$ cat src/rtl/lc3b_mem_arbiter_pkg.sv
// Shared types for the LC-3b memory arbiter.
//   lc3b_word       - address/data word
//   lc3b_mem_wmask  - byte-enable vector for one word
//   lc3b_arb_state  - arbiter FSM states
package lc3b_mem_arbiter_pkg;

  localparam int LC3B_DATA_WIDTH = 16;
  localparam int LC3B_MASK_WIDTH = LC3B_DATA_WIDTH / 8;

  typedef logic [LC3B_DATA_WIDTH-1:0] lc3b_word;
  typedef logic [LC3B_MASK_WIDTH-1:0] lc3b_mem_wmask;

  typedef enum logic [2:0] {
    IDLE   = 3'd0,
    BUSY_I = 3'd1,
    BUSY_D = 3'd2,
    DONE_I = 3'd3,
    DONE_D = 3'd4
  } lc3b_arb_state;

endpackage

$ cat src/rtl/lc3b_mem_arbiter.sv
// Arbiter between the instruction-fetch port (I) and the MEM-stage data port
// (D) onto a single physical memory port. One transaction is in flight at a
// time; simultaneous requests are resolved round-robin (the client that did
// not win the previous grant wins the tie). Every pmem output is driven from
// a flop, and each granted transaction yields exactly one x_resp pulse.
//
// Ports:
//   clk, reset_n                     clock, async active-low reset
//   i_read, i_address                fetch request (held until i_resp)
//   i_resp, i_rdata                  fetch completion pulse + data
//   d_read, d_write, d_address,
//   d_wdata, d_wmask                 data request (held until d_resp)
//   d_resp, d_rdata                  data completion pulse + load data
//   pmem_read, pmem_write,
//   pmem_address, pmem_wdata,
//   pmem_wmask                       registered physical memory request
//   pmem_resp, pmem_rdata            physical memory completion + read data
module lc3b_mem_arbiter
  import lc3b_mem_arbiter_pkg::*;
#(
  parameter int DATA_WIDTH = 16,
  parameter int MASK_WIDTH = DATA_WIDTH / 8
) (
  input  logic                  clk,
  input  logic                  reset_n,
  input  logic                  i_read,
  input  logic [DATA_WIDTH-1:0] i_address,
  output logic                  i_resp,
  output logic [DATA_WIDTH-1:0] i_rdata,
  input  logic                  d_read,
  input  logic                  d_write,
  input  logic [DATA_WIDTH-1:0] d_address,
  input  logic [DATA_WIDTH-1:0] d_wdata,
  input  logic [MASK_WIDTH-1:0] d_wmask,
  output logic                  d_resp,
  output logic [DATA_WIDTH-1:0] d_rdata,
  output logic                  pmem_read,
  output logic                  pmem_write,
  output logic [DATA_WIDTH-1:0] pmem_address,
  output logic [DATA_WIDTH-1:0] pmem_wdata,
  output logic [MASK_WIDTH-1:0] pmem_wmask,
  input  logic                  pmem_resp,
  input  logic [DATA_WIDTH-1:0] pmem_rdata
);

  lc3b_arb_state r_state;
  lc3b_arb_state w_state_next;

  // 1 = D won the most recent grant. Resets to I so the first tie goes to D.
  logic                  r_last_grant_d;
  logic                  r_pmem_read;
  logic                  r_pmem_write;
  logic [DATA_WIDTH-1:0] r_pmem_address;
  logic [DATA_WIDTH-1:0] r_pmem_wdata;
  logic [MASK_WIDTH-1:0] r_pmem_wmask;
  logic [DATA_WIDTH-1:0] r_rdata;

  logic w_req_i;
  logic w_req_d;
  logic w_grant_i;
  logic w_grant_d;
  logic w_busy;

  assign w_req_i = i_read;
  assign w_req_d = d_read | d_write;
  assign w_busy  = (r_state == BUSY_I) || (r_state == BUSY_D);

  // D wins when it is alone, or on a tie when I won last time.
  assign w_grant_d = (r_state == IDLE) && w_req_d && (!w_req_i || !r_last_grant_d);
  assign w_grant_i = (r_state == IDLE) && w_req_i && !w_grant_d;

  always_ff @(posedge clk or negedge reset_n) begin
    if (!reset_n) begin
      r_state <= IDLE;
    end else begin
      r_state <= w_state_next;
    end
  end

  always_comb begin
    w_state_next = r_state;
    case (r_state)
      IDLE: begin
        if (w_grant_d) begin
          w_state_next = BUSY_D;
        end else if (w_grant_i) begin
          w_state_next = BUSY_I;
        end
      end
      BUSY_I:  if (pmem_resp) w_state_next = DONE_I;
      BUSY_D:  if (pmem_resp) w_state_next = DONE_D;
      DONE_I:  w_state_next = IDLE;
      DONE_D:  w_state_next = IDLE;
      default: w_state_next = IDLE;
    endcase
  end

  // Request capture and read-data capture. Strobes rise the cycle after the
  // grant and fall the cycle after pmem_resp, so memory never sees client
  // inputs combinationally.
  always_ff @(posedge clk or negedge reset_n) begin
    if (!reset_n) begin
      r_last_grant_d <= 1'b0;
      r_pmem_read    <= 1'b0;
      r_pmem_write   <= 1'b0;
      r_pmem_address <= '0;
      r_pmem_wdata   <= '0;
      r_pmem_wmask   <= '0;
      r_rdata        <= '0;
    end else begin
      if (w_grant_d) begin
        // read+write together is treated as a write
        r_last_grant_d <= 1'b1;
        r_pmem_read    <= ~d_write;
        r_pmem_write   <= d_write;
        r_pmem_address <= d_address;
        r_pmem_wdata   <= d_wdata;
        r_pmem_wmask   <= d_write ? d_wmask : '1;
      end else if (w_grant_i) begin
        r_last_grant_d <= 1'b0;
        r_pmem_read    <= 1'b1;
        r_pmem_write   <= 1'b0;
        r_pmem_address <= i_address;
        r_pmem_wdata   <= '0;
        r_pmem_wmask   <= '1;
      end else if (w_busy && pmem_resp) begin
        r_pmem_read    <= 1'b0;
        r_pmem_write   <= 1'b0;
        r_rdata        <= pmem_rdata;
      end
    end
  end

  assign pmem_read    = r_pmem_read;
  assign pmem_write   = r_pmem_write;
  assign pmem_address = r_pmem_address;
  assign pmem_wdata   = r_pmem_wdata;
  assign pmem_wmask   = r_pmem_wmask;

  assign i_resp  = (r_state == DONE_I);
  assign d_resp  = (r_state == DONE_D);
  assign i_rdata = r_rdata;
  assign d_rdata = r_rdata;

endmodule

$ cat config.mk
export PLATFORM = sky130hd
export DESIGN_NAME = lc3b_mem_arbiter
export DESIGN_NICKNAME = d
export VERILOG_FILES = /design/src/rtl/lc3b_mem_arbiter_pkg.sv /design/src/rtl/lc3b_mem_arbiter.sv
export SDC_FILE = /design/constraint.sdc
export NUM_CORES = 1
export LEC_CHECK = 0
export ABC_AREA = 1
export CORE_MARGIN = 5
export CORE_UTILIZATION = 42
export DETAILED_ROUTE_END_ITERATION = 8
export PLACE_DENSITY = 0.84
export SETUP_SLACK_MARGIN = 0.4
export SKIP_LAST_GASP = 1
export SYNTH_ARGS = -nofsm -noshare
export SYNTH_HDL_FRONTEND = slang
export SYNTH_SLANG_ARGS = --single-unit
$ cat constraint.sdc
create_clock -name clk -period 3.65 [get_ports clk]
set_input_delay 0.73 -clock clk [delete_from_list [all_inputs] [get_ports clk]]
set_output_delay 0.73 -clock clk [all_outputs]
set_load 0.02 [all_outputs]
; ---- Yosys cells after proc, flatten, opt, wreduce, memory -nomap -nowiden
; Index checks and enable logic that the tools add are counted.
[totals]
inputBits = 72
memories = 0
regBits = 56
wordCells = 53
latch_bits = 0
mem_bits_ro = 0
ramBits = 0
out_inout_bits = 70
[op_classes]
multipliers = 0
mux = 19
n_eq_ne = 7
bitwise = 4
n_shift = 0
n_addsub = 0
n_reduce_logical = 15
div_mod_pow = 0
magnitude_cmp = 0
[ops]
columns = operator, n
row1 = 16-bit 2-to-1 mux, 4
row2 = 3-bit 2-to-1 mux, 4
row3 = 3-bit one-hot mux with 3 select lines, 1
row4 = 1-bit 2-to-1 mux, 7
row5 = 3-bit by 2-bit == test with 1-bit output (second input constant), 2
row6 = 2-bit 2-to-1 mux, 3
row7 = 3-bit AND reduction, 2
row8 = 1-bit logical AND, 5
row9 = 2-bit inequality test (second input constant), 2
row10 = 3-bit by 1-bit == test with 1-bit output (second input constant), 1
row11 = 3-bit == test (second input constant), 1
row12 = 1-bit zero test, 3
row13 = 3-bit zero test, 1
row14 = 3-bit inequality test (second input constant), 1
row15 = 1-bit NOT, 3
row16 = 3-bit nonzero test, 1
row17 = 1-bit logical OR, 2
row18 = 2-bit nonzero test, 1
row19 = 1-bit bitwise OR, 1

; ---- Longest topological paths before layout
[logic_depth]
word_depth = 8
depth_mapped = 8
ltp_nobuf = 7

; ---- Least setup slack after synthesis
; OpenSTA, ideal clock, no wires.
[synth_path]
kind = register to output
start = register r_state[1]
end = output i_resp
t_required_ns = 2.920
t_arrival_ns = 0.933
n_path_buf = 0
stages_incl_launch_ff = 3
path_slack_ns = 1.987
cell_sequence = dfrtp_1 inv_2 nor3_1
[synth_via]
elab_chain_cells = 1
[synth_rtl]
columns = item, line_no
row1 = "start, declared", lc3b_mem_arbiter.sv:46  ; lc3b_arb_state r_state;
row2 = "start signal, assigned", lc3b_mem_arbiter.sv:76  ; r_state <= w_state_next;
row3 = 3-bit by 2-bit == test with 1-bit output, lc3b_mem_arbiter.sv:140  ; assign i_resp = (r_state == DONE_I);
row4 = "end, declared", lc3b_mem_arbiter.sv:28  ; output logic i_resp,
; No other way between the ends.

; ---- Worst setup path after layout
; Ends and elaborated chain as after synthesis.

==> impl_metrics.py <==
metrics = {
    "power": {
        "max-vdd-ir-drop_mv": 0.4839,
        "swShare_pct": 44.25,
        "p_per_area_nw_per_um2": 850.5,
        "p_leak_uw": 0.002082,
        "intPower_uw": 1935,
        "p_switching_uw": 1536,
        "share_seq_of_total_power_pct": 31.3,
        "clkPwrFrac_pct": 9.5,
        "power_frac_comb_pct": 59.2,
    },
    "clock_tree": {
        "cts.path.max_buffers": 2,
        "cts_sinks": 56,
        "cts_tree": "done",
        "htreeDepth": 2,
        "cts_resized": 0,
        "ctsHoldBuffers": 0,
        "clkLatencyLatePin_ns": 0.30,
        "cts_setup_buffers": 0,
        "cts_root_buffer": "clkbuf_8",
        "cts_buffers": 5,
        "clk_pin_slew_ns": 0.10,
    },
    "place": {
        "place.gp.congestion": 0.7530,
        "dp_hpwl_um": 5334,
        "portBuffers": 141,
    },
    "sta": {
        "fmax_mhz": 420.1,
        "period_share_pct": 65.22,
        "finalMaxSlewViolations": 0,
        "tightest_slew_ns": 0.9025,
        "grt_setup_unrepaired": "no",
        "setup_viol": 0,
        "hold_viol": 0,
        "skew_ns": 0.01543,
        "maxSlewHeadroom_pct": 39.62,
        "period_minus_slack_ns": 2.380,
        "fin_tns_setup_ns": 0,
    },
    "yosys": {
        "synth_cells": 347,
        "synth_seq_cells": 56,
        "syn-cell-area_um2": 2683,
        "syn_nets": 419,
        "syn-mean-instance-area_um2": 7.731,
        "ys_seq_area_share_pct": 52.24,
        "synth_cell_types": 16,
        "yosys_warnings": 0,
    },
    "die": {
        "num_rows": 29,
        "die-area_um2": 8086,
        "die_width_um": 89.92,
        "io-pin-count": 142,
        "chipHeight_um": 89.92,
        "core_area_um2": 6277,
        "initial_utilization_pct": 42.73,
    },
    "cells_and_area": {
        "nFillCells": 547,
        "diodes": 0,
        "drive_gt1_share_pct": 4.051,
        "fin_nets": 540,
        "area_delta_synth_final_pct": 52.10,
        "post-route-util_pct": 65.00,
        "final_common_cell": "nand2_1",
        "mostFrequentLayoutCells": "nand2_1 (162), clkdlybuf4s50_1 (140), dfrtp_1 (56)",
    },
    "setup_path": {
        "cp_data_required_time_ns": 2.92,
        "end_kind": "output pin",
        "crit_type": "register to output pin",
        "cp_max_fo": 5,
        "cp_cell_sequence": "inv_2 > nor3_1 > clkdlybuf4s50_1",
        "crit_family": "buffers and inverters",
        "slowest_stage": "clkdlybuf4s50_1",
        "cp.arrival_ns": 1.65,
        "slowest_delay_ns": 0.64,
        "path_buf_inv": 2,
        "worstSetupStartpointType": "register",
    },
    "routing": {
        "drc": 0,
        "first_iter_violations": 74,
        "routed_wl_um": 6948,
        "firstDrtPassIters": 4,
        "avgViaCountPerCell": 4.566,
        "wire_per_inst_um": 12.73,
        "ant_nets": 0,
        "vias": 2493,
    },
    "job": {
        "max-cap-violations": 0,
    },
    "min_path": {
        "min_path_type": "input pin to asynchronous set/reset pin",
    },
    "global_routing": {
        "track_usage_pct": 16.98,
        "grt_start_max_net_pins": 55,
        "antenna_found_initial": 0,
        "grt-ovfl-total": 0,
        "grt_pass1_wl_um": 11620,
        "grt_pass1_vias": 2424,
    },
    "outcome": {
        "outcome": "finished clean",
    },
}
## power groups by stage
stage | Sequential, uW | Clock, uW | Combinational (uW)
final | 1090 | 329 | 2060
after CTS | 1090 | 339 | 2090
after floorplan | 1410 | 0 | 952
after global placement | 1090 | 0 | 2040
after detailed placement | 1100 | 0 | 2090
after global routing | 1120 | 367 | 2260
## routing by layer
layer | track usage, % | vias to the layer above | part of all wire (%) | routed length (um)
li1 | - | 1271 | - | -
met1 | 20.83 | 1127 | 41 | 2820
met2 | 29.33 | 93 | 50 | 3486
met3 | 5.843 | 2 | 9.0 | 627
met4 | 2.854 | 0 | 0.20 | 14
met5 | 0 | - | 0 | 0
## registers in the layout, indices dropped and copies added, names as in the netlist
register and count:
d_rdata 16, pmem_address 16, pmem_wdata 16, r_state 3
pmem_wmask 2, pmem_read 1, pmem_write 1, r_last_grant_d 1
## cell families (layout without fill, tap and decap cells)
logic type      count (synthesis)  in the layout  synth area share (%)
simple gates                  234            234                 35.87
flops                          56             56                 52.24
compound gates                  1              1                0.6065
buf+inv                        56            178                 11.29
## cell type report
class | instances | area [um2] | share of cell area [%]
multi-input cells | 235 | 978.4 | 23.98
well taps | 77 | 96.34 | 2.361
repair buffers | 142 | 1414 | 34.65
clock buffers | 7 | 76.32 | 1.871
clock inverters | 1 | 8.758 | 0.2147
flip-flops and latches | 56 | 1401 | 34.35
inverters | 28 | 105.1 | 2.576
## through the flow
step                area, um2  power [uW]  hold WS, ns  cells  worst slack, ns
floorplan                2683        2358       0.4344    347            1.987
global placement         3995        3131       0.4532    538            1.083
detailed placement       3995        3184       0.4651    538           0.9833
CTS                      4080        3519       0.4902    546            1.260
global route             4080        3749       0.5052    546            1.130
finish                   4080        3470       0.4693    546            1.270
## final timing paths
check	from	to	slack, ns	cells past startpoint
max reg2reg	r_state[0]$_DFFE_PN0P_	pmem_read$_DFFE_PN0P_	1.89	6
max	r_state[1]$_DFFE_PN0P_	i_resp	1.27	3
max in group asynchronous	reset_n	pmem_address[7]$_DFFE_PN0P_	2.38	2
min	reset_n	r_state[2]$_DFFE_PN0P_	0.47	1
min reg2reg	pmem_wdata[7]$_DFFE_PN0P_	pmem_wdata[7]$_DFFE_PN0P_	0.48	2
min in group clk	pmem_wdata[7]$_DFFE_PN0P_	pmem_wdata[7]$_DFFE_PN0P_	0.48	2
## cells in the mapped netlist
library cell | count | area share [%]
nand3_1 | 24 | 4.5
buf_4 | 18 | 5.0
nand2_1 | 162 | 23
nand2_4 | 2 | 0.84
nor2_4 | 2 | 0.84
inv_2 | 3 | 0.42
dfrtp_1 | 56 | 52
inv_1 | 25 | 3.5
buf_6 | 2 | 0.84
nor3_1 | 1 | 0.19
nand4_1 | 3 | 0.70
nand2_2 | 3 | 0.70
buf_2 | 8 | 1.5
nand3b_1 | 2 | 0.56
nor2_1 | 35 | 4.9
o21ai_4 | 1 | 0.61
## worst reg2reg max path, cell delays in order, from the launching register on
cell     delay, ns
dfrtp_1       0.41
inv_2         0.11
nand2_2       0.09
nor2_4        0.14
nand2_2       0.53
nand3_1       0.30
nand2_1       0.07
Power figures use the tool's default switching activity.
